--- src/rtl/dff_ctrl_pkg.sv ---
// Shared types for the flop-bank controller: opcodes, FSM states, command payload
// and the expected-bank-state helper used for the integrity check.
package dff_ctrl_pkg;

    localparam int unsigned WIDTH = 8;

    typedef enum logic [1:0] {
        OP_LOAD   = 2'b00,
        OP_PRESET = 2'b01,
        OP_CLEAR  = 2'b10,
        OP_READ   = 2'b11
    } op_e;

    typedef enum logic [1:0] {
        IDLE  = 2'b00,
        APPLY = 2'b01,
        CHECK = 2'b10
    } state_e;

    typedef struct packed {
        op_e              op;
        logic [WIDTH-1:0] data;
        logic             id;
    } cmd_t;

    // Bank state a healthy bank must hold after the command is applied
    function automatic logic [WIDTH-1:0] expected_q(input op_e op,
                                                    input logic [WIDTH-1:0] data,
                                                    input logic [WIDTH-1:0] q_prev);
        logic [WIDTH-1:0] res;
        case (op)
            OP_LOAD:   res = data;
            OP_PRESET: res = q_prev | data;
            OP_CLEAR:  res = q_prev & ~data;
            default:   res = q_prev;
        endcase
        return res;
    endfunction

endpackage

--- src/rtl/arb2_rr.sv ---
// Two-requester round-robin arbiter; the last winner loses the next tie.
module arb2_rr (
    input  logic       clk,
    input  logic       clr_n,
    input  logic [1:0] valid,
    input  logic       en,
    input  logic       accept,
    output logic [1:0] grant_c
);

    logic last_grant;

    always_comb begin
        grant_c = 2'b00;
        if (en) begin
            case (valid)
                2'b01:   grant_c = 2'b01;
                2'b10:   grant_c = 2'b10;
                2'b11:   grant_c = last_grant ? 2'b01 : 2'b10;
                default: grant_c = 2'b00;
            endcase
        end
    end

    // Reset to 1 so requester 0 takes the first tie
    always_ff @(posedge clk or negedge clr_n) begin
        if (!clr_n) begin
            last_grant <= 1'b1;
        end else if (accept) begin
            last_grant <= grant_c[1];
        end
    end

endmodule

--- src/rtl/dff_bank_ctrl.sv ---
// Shares one external flop bank between two requesters: accept, apply one
// control set for a cycle, then read the bank back and flag any mismatch.
module dff_bank_ctrl
    import dff_ctrl_pkg::*;
(
    input  logic             clk,
    input  logic             clr_n,
    input  logic             req0_valid,
    input  logic [1:0]       req0_op,
    input  logic [WIDTH-1:0] req0_data,
    output logic             req0_ready,
    input  logic             req1_valid,
    input  logic [1:0]       req1_op,
    input  logic [WIDTH-1:0] req1_data,
    output logic             req1_ready,
    output logic             load_o,
    output logic [WIDTH-1:0] d_o,
    output logic [WIDTH-1:0] pre_o,
    output logic [WIDTH-1:0] clr_o,
    input  logic [WIDTH-1:0] q_i,
    output logic             resp_valid,
    output logic             resp_id,
    output logic [WIDTH-1:0] resp_q,
    output logic             resp_err
);

    state_e           state, state_d;
    cmd_t             cmd_q, cmd_d, cmd_sel;
    logic [WIDTH-1:0] q_prev, q_prev_d;
    logic             load_d, resp_valid_d, resp_id_d;
    logic [WIDTH-1:0] d_d, pre_d, clr_d;
    logic [1:0]       valid, grant;
    logic             arb_en, accept;

    assign valid  = {req1_valid, req0_valid};
    assign arb_en = (state == IDLE) && clr_n;
    assign accept = |(grant & valid);

    arb2_rr u_arb (
        .clk     (clk),
        .clr_n   (clr_n),
        .valid   (valid),
        .en      (arb_en),
        .accept  (accept),
        .grant_c (grant)
    );

    assign req0_ready = grant[0];
    assign req1_ready = grant[1];

    always_comb begin
        cmd_sel.id   = grant[1];
        cmd_sel.op   = op_e'(grant[1] ? req1_op : req0_op);
        cmd_sel.data = grant[1] ? req1_data : req0_data;
    end

    always_comb begin
        state_d      = state;
        cmd_d        = cmd_q;
        q_prev_d     = q_prev;
        load_d       = 1'b0;
        d_d          = '0;
        pre_d        = '0;
        clr_d        = '0;
        resp_valid_d = 1'b0;
        resp_id_d    = 1'b0;
        case (state)
            IDLE: begin
                if (accept) begin
                    state_d  = APPLY;
                    cmd_d    = cmd_sel;
                    q_prev_d = q_i;
                    case (cmd_sel.op)
                        OP_LOAD: begin
                            load_d = 1'b1;
                            d_d    = cmd_sel.data;
                        end
                        OP_PRESET: pre_d = cmd_sel.data;
                        OP_CLEAR:  clr_d = cmd_sel.data;
                        default: ;
                    endcase
                end
            end
            APPLY: begin
                state_d      = CHECK;
                resp_valid_d = 1'b1;
                resp_id_d    = cmd_q.id;
            end
            CHECK:   state_d = IDLE;
            default: state_d = IDLE;
        endcase
    end

    always_ff @(posedge clk or negedge clr_n) begin
        if (!clr_n) begin
            state <= IDLE;
        end else begin
            state <= state_d;
        end
    end

    always_ff @(posedge clk or negedge clr_n) begin
        if (!clr_n) begin
            cmd_q      <= '0;
            q_prev     <= '0;
            load_o     <= 1'b0;
            d_o        <= '0;
            pre_o      <= '0;
            clr_o      <= '0;
            resp_valid <= 1'b0;
            resp_id    <= 1'b0;
        end else begin
            cmd_q      <= cmd_d;
            q_prev     <= q_prev_d;
            load_o     <= load_d;
            d_o        <= d_d;
            pre_o      <= pre_d;
            clr_o      <= clr_d;
            resp_valid <= resp_valid_d;
            resp_id    <= resp_id_d;
        end
    end

    // The bank settles on the edge that enters CHECK, so readback is observed live
    assign resp_q   = resp_valid ? q_i : '0;
    assign resp_err = resp_valid && (q_i != expected_q(cmd_q.op, cmd_q.data, q_prev));

endmodule

--- config.mk ---
export PLATFORM = sky130hd
export DESIGN_NAME = dff_bank_ctrl
export DESIGN_NICKNAME = d
export VERILOG_FILES = /design/src/rtl/dff_ctrl_pkg.sv /design/src/rtl/arb2_rr.sv /design/src/rtl/dff_bank_ctrl.sv
export SDC_FILE = /design/constraint.sdc
export NUM_CORES = 1
export LEC_CHECK = 0
export BUFFER_PORTS_ARGS = -buffer_cell sky130_fd_sc_hd__buf_4
export CAP_MARGIN = 10
export CORE_AREA = 4 4 70 72
export CTS_CLUSTER_DIAMETER = 150
export DETAILED_ROUTE_END_ITERATION = 10
export DIE_AREA = 0 0 74 76
export PLACE_DENSITY = 0.79
export SLEW_MARGIN = 20
export SYNTH_ARGS = -nofsm -noshare
export SYNTH_HDL_FRONTEND = slang
export SYNTH_SLANG_ARGS = --single-unit
--- constraint.sdc ---
create_clock -name clk -period 2.92 [get_ports clk]
set_input_delay 0.876 -clock clk [delete_from_list [all_inputs] [get_ports clk]]
set_output_delay 0.876 -clock clk [all_outputs]
set_load 0.01 [all_outputs]
==> results of run 1 <==
## worst min-delay path by stage
stage	from	to	slack, ns
3_5_place_dp	state[1]$_DFFE_PN0P_	state[1]$_DFFE_PN0P_	0.47
5_1_grt	state[1]$_DFFE_PN0P_	state[1]$_DFFE_PN0P_	0.52
6_report	state[1]$_DFFE_PN0P_	state[1]$_DFFE_PN0P_	0.48
4_1_cts	state[1]$_DFFE_PN0P_	state[1]$_DFFE_PN0P_	0.48
3_3_place_gp	state[1]$_DFFE_PN0P_	state[1]$_DFFE_PN0P_	0.47
2_1_floorplan	state[1]$_DFFE_PN0P_	state[1]$_DFFE_PN0P_	0.44
## stage by stage
step / setup WS, ns / cells / area [µm²] / utilization [%]
finish: 0.143 / 347 / 2940 / 68.5
global placement: 0.182 / 339 / 2850 / 66.5
CTS: 0.0536 / 347 / 2940 / 68.5
global route: 0.0410 / 347 / 2940 / 68.5
floorplan: 0.450 / 221 / 2270 / -
detailed placement: 0.156 / 339 / 2850 / 66.5
## kinds of logic after synthesis
kind of cell           count (synthesis)  share of synthesized area, %
DFF                                   49                          54.0
buffers and inverters                 15                          2.97
AOI/OAI and AO/OA                     52                          15.2
and+or+nand+nor                      100                          25.6
muxes                                  5                          2.26
## sequential cells by signal, indices dropped and copies added, names as in the netlist
name and flops:
pre_o 8, resp_valid 1, state 2, d_o 8, clr_o 8, resp_id 1, load_o 1, q_prev 8
cmd_q 11, u_arb.last_grant 1
## critical path, cell delays in order
cell and delay (ns):
buf_4 0.11, inv_1 0.07, and4_1 0.18, o22ai_1 0.09
o41a_1 0.42, buf_4 0.15
## power groups by stage
stage / clock network [mW] / logic [mW] / registers [mW]
floorplan: 0 / 0.268 / 0.825
global placement: 0 / 0.368 / 0.861
detailed placement: 0 / 0.380 / 0.866
CTS: 0.396 / 0.381 / 0.853
global route: 0.430 / 0.424 / 0.873
finish: 0.389 / 0.377 / 0.854
## routing by layer
layer | up-vias | GRT usage [%] | share of wire (%)
li1 | 910 | - | -
met1 | 895 | 26.2 | 40
met2 | 62 | 32.6 | 52
met3 | 8 | 6.07 | 6.1
met4 | 0 | 7.61 | 1.7
met5 | - | 0 | 0
## final cells by class
cell class | count | area share (%)
sequential | 49 | 41.8
tap | 52 | 2.21
clock buffer | 5 | 2.34
clock inverter | 3 | 0.595
multi-input combinational | 157 | 33.4
inverter | 8 | 1.02
timing repair buffer | 73 | 18.6
## layout by cell type, fill, tap and decap left out, types with 4 or more instances in the layout
cell type and n:
a21o_1 8, a21oi_1 8, a31o_2 5, and2_1 35
buf_4 73, clkbuf_8 5, dfrtp_1 47, inv_1 6
mux2i_1 4, nand2_1 27, nand2b_1 12, nand3b_1 7
nand4_1 7, nor2b_1 4, o211ai_1 8, o21ai_0 13
==> results.json, run 1 <==
{
  "seq_total_area_yosys_pct": 54.0,
  "totalPowerFinal_mw": 1.62,
  "worst_r2r_endpoint": "pre_o[5]$_DFF_PN0_",
  "layout_overhead_on_the_synthesized_area_pct": 29.3,
  "power.clock.fraction_pct": 24.0,
  "powerDensity_mw_per_mm2": 551,
  "finalHoldViolations": 0,
  "share_of_the_cycle_needed_by_the_critical_path_after_routing_pct": 95.1,
  "floorplan.rows": 24,
  "post_cts.repair.setup_buffers": 0,
  "avgViaCountPerCell": 5.40,
  "launching_point_of_the_worst_reg2reg_path": "u_arb.last_grant$_DFFE_PN1N_",
  "finalMaxSlewViolations": 0,
  "status": "finished, final reports clean",
  "cts-root-buf": "clkbuf_8",
  "critical_path_arrival_ns": 1.90,
  "r2r_cells": 4,
  "drc_errors": 0,
  "grt_start_max_net_pins": 50,
  "synth_largest_area_cell": "dfrtp_1",
  "synth_async_sr_flop_share_pct": 100,
  "layout.filler_cells": 332,
  "cp_data_required_time_ns": 2.04,
  "routed-via-count": 1875,
  "die_w_um": 74,
  "cts_num_sinks": 49,
  "grt_pass1_vias": 1780,
  "top_cells_by_instance_count_after_synthesis": "dfrtp_1 (48), and2_1 (35), nand2_1 (27), o21ai_0 (13), nand2b_1 (12)",
  "hold_ws_ns": 0.484,
  "slew-limit-headroom_pct": 60.6,
  "critical_path.max_fanout": 3,
  "layout-drive-gt1-share_pct": 31.5,
  "transition_time_of_the_tightest_slew_check_pin_ns": 0.575,
  "globalplace.congestion": 0.866,
  "first_pass_iters": 4,
  "power_leakage_nw": 1.51,
  "detailed_place_hpwl_um": 3840,
  "die-area_mm2": 0.00562,
  "floorplan.initialDensity_pct": 53.0,
  "synthFlopType": "dfrtp_1",
  "final_antenna_net_count": 0,
  "comb_power_share_pct": 23.2,
  "cts_made_buffers": 5,
  "worst_hold_path.num_cells": 1,
  "endpoint_class_of_the_critical_path": "output pin",
  "post_synth.cell_area_avg_um2": 10.3,
  "top_count_cell_post_synth": "dfrtp_1",
  "start_kind": "input port",
  "initialDrtViolationCount": 105,
  "wirelength_um": 5300,
  "finalWorstPathRequiredPeriod_ns": 2.78,
  "p_switching_mw": 0.497,
  "avgRoutedWirePerCell_um": 15.3,
  "max_freq_ghz": 0.360,
  "postSynthNetCount": 253,
  "ir_worst_vdd_mv": 0.479,
  "yosysUniqueCellTypes": 34,
  "synth-warning-count": 0,
  "cts.reportedPaths.clkPinSlew_ns": 0.09,
  "post_cts_hold_buffer_count": 0,
  "groute.usage.overall_pct": 20.6,
  "cts_repair_resize_count": 0,
  "worst_hold_path_type": "reg -> reg",
  "worstSetupStartpoint": "q_i[5]",
  "core_area_mm2": 0.00429,
  "synth_enable_flop_cells": 0,
  "grt_pass1_wl_um": 8800,
  "synth_seq_cells": 49,
  "tritoncts_clock_tree": "built",
  "seq_area_mm2": 0.00123,
  "finalNetCount": 326,
  "cts_htree_levels": 2,
  "p_sw_share_pct": 30.7,
  "max-cap-violations": 0,
  "place.port_buffers": 69,
  "cell_internal_pwr_mw": 1.12,
  "io-pin-count": 70,
  "clock_latency_ns": 0.30,
  "setup-violations-final": 0,
  "multi_input_area_um2": 983,
  "die_height_um": 76,
  "totalNegativeSetupSlack_ns": 0,
  "syn-cell-area_mm2": 0.00227,
  "skew_ns": 0.00407,
  "antenna_found_initial": 0,
  "worstSetupPathType": "in -> out",
  "synth_largest_type_area_fraction_pct": 52.8,
  "ctsLongestPathBuffers": 2,
  "critical_path.endpoint": "resp_err",
  "rsz0062_at_grt": "no",
  "rrSetupSlack_ns": 1.09,
  "num_antenna_cells": 0,
  "grt-ovfl-total": 0,
  "seq_power_share_pct": 52.7,
  "yosys-top-cells-area": "dfrtp_1 (53%), and2_1 (9.6%), nand2_1 (4.5%)",
  "synth_cells": 221
}
Note: power is estimated with default switching activity, not from simulation.
==> inputs of run 2 (changes only) <==
--- a/config.mk
+++ b/config.mk
@@ -7,10 +7,10 @@
 export LEC_CHECK = 0
 export BUFFER_PORTS_ARGS = -buffer_cell sky130_fd_sc_hd__buf_4
 export CAP_MARGIN = 10
-export CORE_AREA = 4 4 70 72
+export CORE_AREA = 8 8 74 76
 export CTS_CLUSTER_DIAMETER = 150
 export DETAILED_ROUTE_END_ITERATION = 10
-export DIE_AREA = 0 0 74 76
+export DIE_AREA = 0 0 82 84
 export PLACE_DENSITY = 0.79
 export SLEW_MARGIN = 20
 export SYNTH_ARGS = -nofsm -noshare
==> run 2 against run 1 <==
Compared with the run above:
- clock-buffer cell count rose by 1
- core utilization rose by 0.89 points
- sequential share of layout area is 0.25 points lower
- flip-flop and latch count is the same
- via count down 2.2%
- critical endpoint unchanged
- largest cell class unchanged
- largest power group unchanged
==> results.json, run 2 (synthesis results as in run 1) <==
{
  "status": "finished, final reports clean",
  "max_ffs_per_register": 11,
  "final_cell_mix": "buf_4 (72), dfrtp_1 (47), and2_1 (35), nand2_1 (27), o21ai_0 (13)",
  "r2r_cells": 4,
  "endpoint_class_of_the_critical_path": "output pin",
  "grt_start_max_net_pins": 50,
  "critical_path_arrival_ns": 1.87,
  "finalWorstPathRequiredPeriod_ns": 2.74,
  "globalplace.congestion": 0.810,
  "post_cts.repair.setup_buffers": 0,
  "routed-via-count": 1834,
  "grt_pass1_wl_um": 8800,
  "clock_latency_ns": 0.29,
  "timing.hold.worst.start": "state[1]$_DFFE_PN0P_",
  "layout.filler_cells": 344,
  "avgRoutedWirePerCell_um": 15.3,
  "layout-drive-gt1-share_pct": 31.0,
  "cp_data_required_time_ns": 2.04,
  "transition_time_of_the_tightest_slew_check_pin_ns": 0.549,
  "post_cts_hold_buffer_count": 0,
  "cts.reportedPaths.clkPinSlew_ns": 0.08,
  "initialDrtViolationCount": 69,
  "cts_repair_resize_count": 0,
  "skew_ns": 0.00305,
  "groute.usage.overall_pct": 15.9,
  "die_w_um": 82,
  "worst_hold_path_type": "reg -> reg",
  "floorplan.rows": 24,
  "final_util_pct": 69.4,
  "cts_num_sinks": 49,
  "die_height_um": 84,
  "num_antenna_cells": 0,
  "tritoncts_clock_tree": "built",
  "power.clock.fraction_pct": 27.8,
  "p_switching_mw": 0.481,
  "finalMaxSlewViolations": 0,
  "p_sw_share_pct": 28.4,
  "max_freq_ghz": 0.365,
  "layout_overhead_on_the_synthesized_area_pct": 30.1,
  "worstSetupPathType": "in -> out",
  "detailed_place_hpwl_um": 4040,
  "slew-limit-headroom_pct": 62.3,
  "cell_internal_pwr_mw": 1.21,
  "powerDensity_mw_per_mm2": 573,
  "rsz0062_at_grt": "no",
  "io-pin-count": 70,
  "final_antenna_net_count": 0,
  "antenna_found_initial": 0,
  "seq_power_share_pct": 50.2,
  "rrSetupSlack_ns": 1.12,
  "start_kind": "input port",
  "launching_point_of_the_worst_reg2reg_path": "state[1]$_DFFE_PN0P_",
  "power_leakage_nw": 1.52,
  "wirelength_um": 5290,
  "multi_input_area_um2": 983,
  "die-area_mm2": 0.00689,
  "max-cap-violations": 0,
  "ctsLongestPathBuffers": 2,
  "cts-root-buf": "clkbuf_8",
  "finalNetCount": 325,
  "grt_pass1_vias": 1852,
  "totalPowerFinal_mw": 1.69,
  "core_area_mm2": 0.00426,
  "worstSetupStartpoint": "q_i[5]",
  "max_flop_register": "cmd_q",
  "grt-ovfl-total": 0,
  "cts_made_buffers": 5,
  "timing.hold.worst_endpoint": "state[1]$_DFFE_PN0P_",
  "first_pass_iters": 4,
  "preCtsSetupSlack_ns": 0.177,
  "finalHoldViolations": 0,
  "critical_path.max_fanout": 3,
  "comb_power_share_pct": 22.0,
  "totalNegativeSetupSlack_ns": 0,
  "worst_r2r_endpoint": "pre_o[6]$_DFF_PN0_",
  "place.port_buffers": 69,
  "seq_area_mm2": 0.00123,
  "setup-violations-final": 0,
  "setup_ws_ns": 0.178,
  "worst_hold_path.num_cells": 1,
  "cts_htree_levels": 2,
  "avgViaCountPerCell": 5.30,
  "ir_worst_vdd_mv": 0.381,
  "floorplan.initialDensity_pct": 53.3,
  "most_frequent_standard_cell_in_the_layout_excluding_fill_and_tap_cells": "buf_4",
  "drc_errors": 0,
  "share_of_the_cycle_needed_by_the_critical_path_after_routing_pct": 93.9
}
==> run 2: area by class of cell <==
cell class | count | area share (%)
Multi-Input combinational cell | 157 | 33.2
Clock inverter | 2 | 1.31
Tap cell | 52 | 2.20
Timing Repair Buffer | 72 | 18.3
Sequential cell | 49 | 41.5
Inverter | 8 | 1.01
Clock buffer | 6 | 2.45
==> run 2: worst max-delay path: stages <==
cell and delay (ns):
buf_4 0.11, inv_1 0.07, and4_1 0.17, o22ai_1 0.09, o41a_1 0.41, buf_4 0.15
==> run 2: stage by stage <==
stage | cell area (µm²) | instances | hold slack [ns]
CTS | 2960 | 346 | 0.482
detailed placement | 2850 | 338 | 0.468
finish | 2960 | 346 | 0.475
global route | 2960 | 346 | 0.508
global placement | 2850 | 338 | 0.458
floorplan | 2270 | 221 | 0.444
==> run 2: worst max path at each step <==
stage | to | depth (start not counted)
2_1_floorplan | resp_err | 4
3_3_place_gp | resp_err | 6
3_5_place_dp | resp_err | 6
4_1_cts | resp_err | 5
5_1_grt | resp_err | 5
6_report | resp_err | 6
==> run 2: per-layer routing <==
layer,global-route usage (%),up-vias,wire [µm]
met2,28.9,29,2900
met3,3.66,4,208
met4,3.35,0,35
li1,-,908,-
met1,18.0,893,2140
met5,0,-,0
==> run 2: power by group through the flow <==
stage                     Clock, mW  Combinational [mW]  Sequential (mW)
after floorplan                   0               0.268            0.825
after global placement            0               0.366            0.861
after detailed placement          0               0.377            0.863
after CTS                     0.480               0.378            0.849
after global routing          0.508               0.419            0.863
final                         0.471               0.373            0.850
==> inputs of run 3 (changes only) <==
--- a/config.mk
+++ b/config.mk
@@ -12,6 +12,7 @@
 export DETAILED_ROUTE_END_ITERATION = 10
 export DIE_AREA = 0 0 82 84
 export PLACE_DENSITY = 0.79
+export REMOVE_ABC_BUFFERS = 1
 export SLEW_MARGIN = 20
 export SYNTH_ARGS = -nofsm -noshare
 export SYNTH_HDL_FRONTEND = slang
==> run 3 against run 2 <==
Compared with the run above:
- setup slack worse by 0.017 ns
- register-to-register slack about the same
- sequential share of layout area is the same
- critical path type unchanged
- maximum frequency fell by 0.63%
- cell count unchanged
- highest routed layer unchanged
==> results.json, run 3 (synthesis results as in run 1) <==
{
  "globalplace.congestion": 0.841,
  "rsz0062_at_grt": "no",
  "slew-limit-headroom_pct": 60.9,
  "most_frequent_standard_cell_in_the_layout_excluding_fill_and_tap_cells": "buf_4",
  "finalWorstPathRequiredPeriod_ns": 2.76,
  "final_antenna_net_count": 0,
  "final_cell_area_mm2": 0.00296,
  "clock_latency_ns": 0.30,
  "layout_overhead_on_the_synthesized_area_pct": 30.1,
  "preCtsSetupSlack_ns": 0.166,
  "core_area_mm2": 0.00426,
  "cts.reportedPaths.clkPinSlew_ns": 0.08,
  "critical_path_arrival_ns": 1.88,
  "worst_path_dominant_cell_family": "compound AO/OA/AOI/OAI gates",
  "io-pin-count": 70,
  "critPathBufInv": 3,
  "wirelength_um": 5400,
  "cts-root-buf": "clkbuf_8",
  "grt_pass1_wl_um": 9110,
  "antenna_found_initial": 0,
  "drc_errors": 0,
  "finalNetCount": 325,
  "avgRoutedWirePerCell_um": 15.6,
  "power_leakage_nw": 1.52,
  "groute.usage.overall_pct": 16.6,
  "max-cap-violations": 0,
  "grt_start_max_net_pins": 50,
  "die-area_mm2": 0.00689,
  "endpoint_class_of_the_critical_path": "output pin",
  "share_of_the_cycle_needed_by_the_critical_path_after_routing_pct": 94.5,
  "transition_time_of_the_tightest_slew_check_pin_ns": 0.570,
  "ctsLongestPathBuffers": 2,
  "final_cell_mix": "buf_4 (72), dfrtp_1 (47), and2_1 (35), nand2_1 (27), o21ai_0 (13)",
  "launching_point_of_the_worst_reg2reg_path": "u_arb.last_grant$_DFFE_PN1N_",
  "max_flop_register": "cmd_q",
  "post_cts_hold_buffer_count": 0,
  "die_height_um": 84,
  "setup-violations-final": 0,
  "grt-ovfl-total": 0,
  "totalPowerFinal_mw": 1.70,
  "hold_ws_ns": 0.473,
  "cp_data_required_time_ns": 2.04,
  "initialDrtViolationCount": 113,
  "place.port_buffers": 69,
  "cp_cell_sequence": "buf_4 > inv_1 > and4_1 > o22ai_1 > o41a_1 > buf_4",
  "placed_area_mm2": 0.00285,
  "max_freq_ghz": 0.362,
  "first_pass_iters": 4,
  "start_kind": "input port",
  "slowest_stage_cell_cp": "o41a_1",
  "skew_ns": 0.00515,
  "cts_num_sinks": 49,
  "timing.hold.worst.start": "state[1]$_DFFE_PN0P_",
  "seq_area_mm2": 0.00123,
  "tritoncts_clock_tree": "built",
  "avgViaCountPerCell": 5.40,
  "grt_pass1_vias": 1983,
  "setup_ws_ns": 0.160,
  "layout.cells.non_filler": 346,
  "worst_hold_path_type": "reg -> reg",
  "routed-via-count": 1869,
  "crit_top_cell": "buf_4",
  "rrSetupSlack_ns": 1.12,
  "num_antenna_cells": 0,
  "layout-drive-gt1-share_pct": 31.0,
  "finalMaxSlewViolations": 0,
  "max_stage_delay_ns": 0.41,
  "cts_made_buffers": 5,
  "finalHoldViolations": 0,
  "ir_worst_vdd_mv": 0.487,
  "place.detailed.instances": 338,
  "detailed_place_hpwl_um": 4160,
  "status": "finished, final reports clean",
  "max_ffs_per_register": 11,
  "floorplan.rows": 24,
  "worstSetupStartpoint": "q_i[4]",
  "powerDensity_mw_per_mm2": 574,
  "totalNegativeSetupSlack_ns": 0,
  "cts_htree_levels": 2,
  "final_util_pct": 69.4,
  "die_w_um": 82,
  "floorplan.initialDensity_pct": 53.3,
  "post_cts.repair.setup_buffers": 0,
  "layout.filler_cells": 341,
  "worstSetupPathType": "in -> out",
  "critical_path.max_fanout": 3,
  "multi_input_area_um2": 983
}
==> run 3: cell counts in the layout (fill, tap and decap cells not counted) <==
Identical to the previous run, type by type.
==> run 3: final timing paths <==
kind,cells after the start,to
max in group asynchronous,2,cmd_q[10]$_DFFE_PN0P_
hold / removal,1,state[1]$_DFFE_PN0P_
hold reg to reg,1,state[1]$_DFFE_PN0P_
setup / recovery,6,resp_err
min in group asynchronous,2,clr_o[0]$_DFF_PN0_
setup reg to reg,4,pre_o[7]$_DFF_PN0_
==> run 3: routing by layer <==
metal | track usage, % | routed length (µm)
met1 | 18.5 | 2040
met2 | 30.2 | 3040
met5 | 0 | 0
met3 | 3.66 | 240
met4 | 4.15 | 79
==> run 3: power breakdown <==
part	internal (mW)	switching [mW]	total [mW]
Sequential	0.764	0.0861	0.850
Clock	0.257	0.218	0.475
Combinational	0.192	0.182	0.374
Total	1.21	0.485	1.70
==> run 3: repair_timing <==
item | CTS | global route
endpoints found under the setup margin | 0 | 1
gates resized for setup | 0 | 1
hold endpoints to repair | 0 | 0
==> run 3: final cells by class <==
class | instances | area share (%)
Sequential cell | 49 | 41.5
Multi-Input combinational cell | 157 | 33.2
Clock inverter | 2 | 1.31
Timing Repair Buffer | 72 | 18.3
Clock buffer | 6 | 2.45
Inverter | 8 | 1.01
Tap cell | 52 | 2.20
==> run 3: worst register-to-register path, stage by stage (launching register included) <==
cell	delay, ns
dfstp_2	0.65
inv_1	0.09
o211a_1	0.29
mux2i_1	0.48
and2_1	0.22
